### src/rtl/uart_sched_pkg.sv
// Shared definitions for the UART message scheduler: header layout,
// FSM state encoding and length limits.
package uart_sched_pkg;

   typedef enum logic [2:0] {
      S_IDLE  = 3'd0,
      S_ARB   = 3'd1,
      S_START = 3'd2,
      S_LATCH = 3'd3,
      S_HDR   = 3'd4,
      S_DATA  = 3'd5,
      S_DONE  = 3'd6
   } sched_state_e;

   // header word layout: {ch[3:0], pad, 3'b000, len[7:0]}
   localparam int HDR_CH_HI   = 15;
   localparam int HDR_CH_LO   = 12;
   localparam int HDR_PAD_BIT = 11;
   localparam int HDR_LEN_HI  = 7;
   localparam int HDR_LEN_LO  = 0;

   localparam logic [7:0] LEN_MAX = 8'hFF;

   function automatic logic [15:0] make_header(input logic [3:0] ch,
                                               input logic       pad,
                                               input logic [7:0] len);
      logic [15:0] h;
      h = '0;
      h[HDR_CH_HI:HDR_CH_LO]   = ch;
      h[HDR_PAD_BIT]           = pad;
      h[HDR_LEN_HI:HDR_LEN_LO] = len;
      return h;
   endfunction

endpackage

### src/rtl/uart_msg_scheduler_rr_arbiter.sv
// Combinational round-robin pick: first set request at or above ptr,
// wrapping modulo N_CH.
module rr_arbiter #(
   parameter int N_CH = 4,
   parameter int CH_W = 2
) (
   input  logic [N_CH-1:0] req,
   input  logic [CH_W-1:0] ptr,
   output logic [CH_W-1:0] gnt_idx,
   output logic            gnt_vld
);

   // scan N_CH positions starting at ptr, keep the first hit
   always_comb begin
      int idx;
      idx     = 0;
      gnt_idx = '0;
      gnt_vld = 1'b0;
      for (int k = 0; k < N_CH; k++) begin
         idx = int'(ptr) + k;
         if (idx >= N_CH) idx = idx - N_CH;
         if (!gnt_vld && req[idx]) begin
            gnt_vld = 1'b1;
            gnt_idx = CH_W'(idx);
         end
      end
   end

endmodule

### src/rtl/uart_msg_scheduler.sv
// Round-robin scheduler sharing one 16-bit packet stream between N_CH
// UART channel buffers. Each packet is a header word followed by len
// data words read one at a time from the granted channel.
//
// state | meaning
// IDLE  | no work; waiting for any GFM bit
// ARB   | pick next channel round-robin from ptr, latch CUR_CH
// START | one-cycle MSG_START to the granted channel
// LATCH | capture len/pad from the channel, load header into output reg
// HDR   | header word offered with SOP (EOP too when len == 0)
// DATA  | read words one at a time, offer each, EOP/PAD on the last
// DONE  | advance pointer past the served channel
module uart_msg_scheduler
   import uart_sched_pkg::*;
#(
   parameter int N_CH = 4,
   parameter int CH_W = 2
) (
   input  logic                 CLK,
   input  logic                 RST,
   input  logic [N_CH-1:0]      GFM,
   output logic [N_CH-1:0]      MSG_START,
   output logic [N_CH-1:0]      RD_REQ,
   input  logic [16*N_CH-1:0]   FIFO_Q,
   input  logic [8*N_CH-1:0]    MSG_LEN,
   input  logic [N_CH-1:0]      PARITY_IN,
   output logic [15:0]          OUT_DATA,
   output logic                 OUT_VALID,
   input  logic                 OUT_READY,
   output logic                 OUT_SOP,
   output logic                 OUT_EOP,
   output logic                 OUT_PAD,
   output logic                 BUSY,
   output logic [CH_W-1:0]      CUR_CH
);

   sched_state_e    state_q, state_d;
   logic [CH_W-1:0] ptr_q, ptr_d;
   logic [CH_W-1:0] cur_ch_q, cur_ch_d;
   logic [7:0]      len_q, len_d;
   logic [7:0]      rem_q, rem_d;
   logic            pad_q, pad_d;
   logic            rd_pend_q, rd_pend_d;
   logic            out_valid_q, out_valid_d;
   logic [15:0]     out_data_q, out_data_d;
   logic            out_sop_q, out_sop_d;
   logic            out_eop_q, out_eop_d;
   logic            out_pad_q, out_pad_d;

   logic [CH_W-1:0] arb_idx;
   logic            arb_vld;
   logic [15:0]     fifo_sel;
   logic [7:0]      len_sel;
   logic            par_sel;
   logic [3:0]      ch_ext;
   logic            accept;
   logic [N_CH-1:0] msg_start_o;
   logic [N_CH-1:0] rd_req_o;

   rr_arbiter #(
      .N_CH (N_CH),
      .CH_W (CH_W)
   ) u_arb (
      .req     (GFM),
      .ptr     (ptr_q),
      .gnt_idx (arb_idx),
      .gnt_vld (arb_vld)
   );

   assign accept = out_valid_q & OUT_READY;

   // select the granted channel's word, length and parity
   always_comb begin
      fifo_sel = '0;
      len_sel  = '0;
      par_sel  = 1'b0;
      ch_ext   = '0;
      ch_ext[CH_W-1:0] = cur_ch_q;
      for (int c = 0; c < N_CH; c++) begin
         if (cur_ch_q == CH_W'(c)) begin
            fifo_sel = FIFO_Q[16*c +: 16];
            len_sel  = MSG_LEN[8*c +: 8];
            par_sel  = PARITY_IN[c];
         end
      end
   end

   // next-state and one-hot strobes
   always_comb begin
      state_d     = state_q;
      ptr_d       = ptr_q;
      cur_ch_d    = cur_ch_q;
      len_d       = len_q;
      rem_d       = rem_q;
      pad_d       = pad_q;
      rd_pend_d   = rd_pend_q;
      out_valid_d = out_valid_q;
      out_data_d  = out_data_q;
      out_sop_d   = out_sop_q;
      out_eop_d   = out_eop_q;
      out_pad_d   = out_pad_q;
      msg_start_o = '0;
      rd_req_o    = '0;

      case (state_q)
         S_IDLE: begin
            if (|GFM) state_d = S_ARB;
         end

         S_ARB: begin
            if (arb_vld) begin
               cur_ch_d = arb_idx;
               state_d  = S_START;
            end else begin
               state_d  = S_IDLE;
            end
         end

         S_START: begin
            for (int c = 0; c < N_CH; c++)
               msg_start_o[c] = (cur_ch_q == CH_W'(c));
            state_d = S_LATCH;
         end

         S_LATCH: begin
            len_d       = len_sel;
            pad_d       = par_sel;
            rem_d       = len_sel;
            rd_pend_d   = 1'b0;
            out_valid_d = 1'b1;
            out_data_d  = make_header(ch_ext, par_sel, len_sel);
            out_sop_d   = 1'b1;
            out_eop_d   = (len_sel == 8'd0);
            out_pad_d   = 1'b0;
            state_d     = S_HDR;
         end

         S_HDR: begin
            if (accept) begin
               out_valid_d = 1'b0;
               out_sop_d   = 1'b0;
               out_eop_d   = 1'b0;
               state_d     = (len_q == 8'd0) ? S_DONE : S_DATA;
            end
         end

         S_DATA: begin
            if (accept) begin
               out_valid_d = 1'b0;
               out_eop_d   = 1'b0;
               out_pad_d   = 1'b0;
               if (out_eop_q) state_d = S_DONE;
            end
            // one read in flight at most, and only into a free output slot
            if (!rd_pend_q && (!out_valid_q || accept) && (rem_q != 8'd0)) begin
               for (int c = 0; c < N_CH; c++)
                  rd_req_o[c] = (cur_ch_q == CH_W'(c));
               rem_d     = rem_q - 8'd1;
               rd_pend_d = 1'b1;
            end
            if (rd_pend_q) begin
               rd_pend_d   = 1'b0;
               out_valid_d = 1'b1;
               out_data_d  = fifo_sel;
               out_sop_d   = 1'b0;
               out_eop_d   = (rem_q == 8'd0);
               out_pad_d   = (rem_q == 8'd0) & pad_q;
            end
         end

         S_DONE: begin
            ptr_d       = (cur_ch_q == CH_W'(N_CH - 1)) ? '0 : cur_ch_q + 1'b1;
            out_valid_d = 1'b0;
            out_sop_d   = 1'b0;
            out_eop_d   = 1'b0;
            out_pad_d   = 1'b0;
            rd_pend_d   = 1'b0;
            state_d     = S_IDLE;
         end

         default: state_d = S_IDLE;
      endcase
   end

   // state and datapath registers, cleared asynchronously
   always_ff @(posedge CLK or negedge RST) begin
      if (!RST) begin
         state_q     <= S_IDLE;
         ptr_q       <= '0;
         cur_ch_q    <= '0;
         len_q       <= '0;
         rem_q       <= '0;
         pad_q       <= 1'b0;
         rd_pend_q   <= 1'b0;
         out_valid_q <= 1'b0;
         out_data_q  <= '0;
         out_sop_q   <= 1'b0;
         out_eop_q   <= 1'b0;
         out_pad_q   <= 1'b0;
      end else begin
         state_q     <= state_d;
         ptr_q       <= ptr_d;
         cur_ch_q    <= cur_ch_d;
         len_q       <= len_d;
         rem_q       <= rem_d;
         pad_q       <= pad_d;
         rd_pend_q   <= rd_pend_d;
         out_valid_q <= out_valid_d;
         out_data_q  <= out_data_d;
         out_sop_q   <= out_sop_d;
         out_eop_q   <= out_eop_d;
         out_pad_q   <= out_pad_d;
      end
   end

   assign MSG_START = msg_start_o;
   assign RD_REQ    = rd_req_o;
   assign OUT_DATA  = out_data_q;
   assign OUT_VALID = out_valid_q;
   assign OUT_SOP   = out_sop_q;
   assign OUT_EOP   = out_eop_q;
   assign OUT_PAD   = out_pad_q;
   assign BUSY      = (state_q != S_IDLE);
   assign CUR_CH    = cur_ch_q;

endmodule

### config.mk
export PLATFORM = sky130hd
export DESIGN_NAME = uart_msg_scheduler
export DESIGN_NICKNAME = d
export VERILOG_FILES = /design/src/rtl/uart_sched_pkg.sv /design/src/rtl/uart_msg_scheduler_rr_arbiter.sv /design/src/rtl/uart_msg_scheduler.sv
export SDC_FILE = /design/constraint.sdc
export NUM_CORES = 1
export LEC_CHECK = 0
export ABC_AREA = 1
export BUFFER_PORTS_ARGS = -buffer_cell sky130_fd_sc_hd__buf_4
export CORE_ASPECT_RATIO = 1.75
export CORE_MARGIN = 4
export CORE_UTILIZATION = 29
export DETAILED_ROUTE_END_ITERATION = 8
export PLACE_DENSITY = 0.66
export REMOVE_ABC_BUFFERS = 1
export SLEW_MARGIN = 20
export SYNTH_ARGS = -nofsm -noshare
export SYNTH_HDL_FRONTEND = slang
export SYNTH_SLANG_ARGS = --single-unit
### constraint.sdc
create_clock -name CLK -period 1.51 [get_ports CLK]
set_input_delay 0.302 -clock CLK [delete_from_list [all_inputs] [get_ports CLK]]
set_output_delay 0.302 -clock CLK [all_outputs]
set_load 0.02 [all_outputs]
==> impl_results.md <==
* Placed cell area at 4940 µm²
* H-tree Lvls at 2
* FF/Latch Area at 1130 µm²
* Leakage at 0.00318 µW
* Worst-margin pin slew at 0.632 ns
* Gate Count Post-Synth at 552
* Synth cell types at 31
* Worst Hold Class: primary input to asynchronous set/reset pin
* Design area at 6280 µm²
* Gr usage total at 19.7%
* Fmax at 0.540 GHz
* Crit Path Class: flip-flop to primary output
* Drt wl/cell at 16.4 µm
* Dpl ws at -0.314 ns
* Final HPWL DP at 10000 µm
* Switch share at 45.7%
* Maximum vdd drop at 1.02 mV
* Initial core utilization at 29.5%
* Routability cong. at 0.857
* Period minus WS final at 1.85 ns
* Residual DRC at 0
* Clk pwr share at 11.3%
* Yosys reg bits at 45
* Netlist Area Pre-Place at 3400 µm²
* Clock Path Buffers at 2
* Total wire length at 14800 µm
* Share of layout cells above drive strength 1 at 49.2%
* Placed Cells at 858
* Commonest non-fill, non-tap cell in the layout: buf_4
* Int Pwr at 6950 µW
* Fin worst setup slack at -0.341 ns
* Worst slew margin at 57.8%
* # hold bufs at CTS at 0
* CTS clk-pin slew, worst paths at 0.06 ns
* Fin. max-slew vios at 0
* Pre-antenna DRT Iters at 5
* Count of nets after finishing at 881
* Fin. Hold Viols at 0
* Chip width at 89.8 µm
* Fillers at 996
* Multi-input gate area at 2540 µm²
* Fin crit share at 123%
* Die area at 13600 µm²
* Outcome: finished, violations left
* Max incr delay on CP at 0.42 ns
* CP most frequent cell: nor2_4
* CP arrival at 1.55 ns
* Final TNS setup at -7.88 ns
* Sequential fraction of the synthesis area at 33.2%
* Iteration-0 DRC Markers at 268
* Grt total ovfl at 0
* CP required at 1.21 ns
* First-pass GRT wire length at 21500 µm
* ANT cells at 0
* Sink Count at 45
* CP cell instances: inv_2 -> nand2_2 -> nor2_4 -> nand4_1 -> nand3_4 -> nor2_4 -> buf_6
* Pwr/cell area at 2040 nW/µm²
* Worst Path Buf+Inv at 2
* # rows at 52
* Yosys warnings at 0
* Final Skew at 0.00689 ns
* Crit path launch type: flip-flop
* Clk_lat worst skew at 0.29 ns
* Reg power frac at 16.9%
* Buffers on Ports at 137
* Core area at 11500 µm²
* Largest net degree at the start of global routing at 46
* Via Count at 4582
* RSZ-0062 raised after global routing: true
* Failing checks: negative setup slack
* Psw at 5850 µW
* Path depth of the worst reg2reg path at 13
* Antenna violations before repair at 0
* Cts bufs inserted at 5
* Final Core Density at 54.5%
* Most frequent cells in the layout: 176 x buf_4, 158 x nand2_1, 60 x nor2_1
* Vias per inst at 5.07
* CP delay by family, top: simple AND/OR/NAND/NOR gates
* Setup-failing EPs final at 41
* Slowest stage cell, crit path: dfrtp_1
* Clk root buf: clkbuf_16
* I/O pins at 138
* Antenna viol nets, final at 0
* WP depth at 7
* CP Max Fanout at 6
* Finished Layout Cells at 904
* Crit path capture type: primary output
* Layout area overhead at 85.0%
* Die height at 151 µm
* CTS tree: done
* Vias in the first global route at 4418
* Maxcap violations at 0
* Comb pwr share at 71.8%
* Avg Cell Area, Syn at 6.15 µm²
synthesized netlist by cell type, drive strengths merged:
master | count | area (µm²)
nand2 | 206 | 786
dfrtp | 45 | 1130
a21oi | 32 | 160
a21o | 3 | 22.5
o31ai | 1 | 7.51
inv | 45 | 169
ha | 6 | 75.1
or2 | 4 | 25.0
a22oi | 6 | 45.0
and2 | 1 | 6.26
xor2 | 1 | 8.76
o21ai | 48 | 240
nand3 | 25 | 135
nor3 | 8 | 45.0
nor2 | 80 | 305
o22ai | 1 | 6.26
o21a | 1 | 7.51
nand4 | 5 | 31.3
buf | 20 | 119
clkbuf | 5 | 18.8
a31oi | 9 | 56.3
registers in the layout (all words and copies together), names as in the netlist, 2 cells and up:
signal    count
CUR_CH        2
len_q         8
OUT_DATA     16
ptr_q         2
state_q       3
rem_q         8
cells by family after synthesis:
| logic type | after synthesis | share of synthesized area (%) |
|---|---|---|
| AO/OA/AOI/OAI | 101 | 16.1 |
| AND/OR/NAND/NOR | 329 | 39.3 |
| adder cells (fa/ha/maj) | 6 | 2.21 |
| buffers and inverters | 70 | 9.03 |
| XOR/XNOR | 1 | 0.258 |
| flip-flops | 45 | 33.2 |
path summary, 6_finish.rpt:
check                            from      endpoint  slack (ns)
setup reg to reg            CUR_CH[1]       OUT_EOP       -0.29
hold reg to reg              rem_q[6]      rem_q[6]        0.47
max in group asynchronous         RST     CUR_CH[0]        1.02
min in group CLK           FIFO_Q[47]  OUT_DATA[15]        0.34
setup / recovery             rem_q[2]     RD_REQ[1]       -0.34
hold / removal                    RST   OUT_DATA[6]        0.02
metrics by stage:
| stage | hold slack, ns | power (µW) |
|---|---|---|
| after floorplan | 0.00641 | 5670 |
| after global placement | 0.352 | 8330 |
| after detailed placement | 0.363 | 8450 |
| after CTS | 0.0501 | 11400 |
| after global routing | 0.0730 | 13700 |
| final | 0.0186 | 12800 |
layer usage:
metal  vias to the layer above  track usage (%)  part of all wire (%)  wire, µm
li1                       2203                -                     -         -
met1                      2151             20.1                    36      5330
met2                       182             39.7                    55      8140
met3                        46             3.13                   5.0       740
met4                         0             7.90                   4.1       602
met5                         -                0                     0         0
layout make-up:
cell class,instances,share of cell area (%)
tap,135,2.69
inverter,45,3.05
multi-input combinational,437,40.4
clock buffer,5,1.99
clock inverter,3,1.04
sequential,45,18.0
timing repair buffer,234,32.8
power by group through the flow:
stage                     combinational (µW)  sequential (µW)  clock [µW]
after global placement                  6220             2110           0
after floorplan                         3270             2390           0
after CTS                               7760             2140        1460
final                                   9200             2170        1450
after global routing                    9920             2230        1510
after detailed placement                6340             2120           0
what timing repair did:
action | 4_1_cts | 5_1_grt
endpoints found under the setup margin | 42 | 48
gates resized for setup | 128 | 114
pin swaps | 35 | 49
gates cloned | 1 | 1
setup buffers | 20 | 20
hold endpoints to repair | 0 | 0
Note: power is estimated with default switching activity, not from simulation.
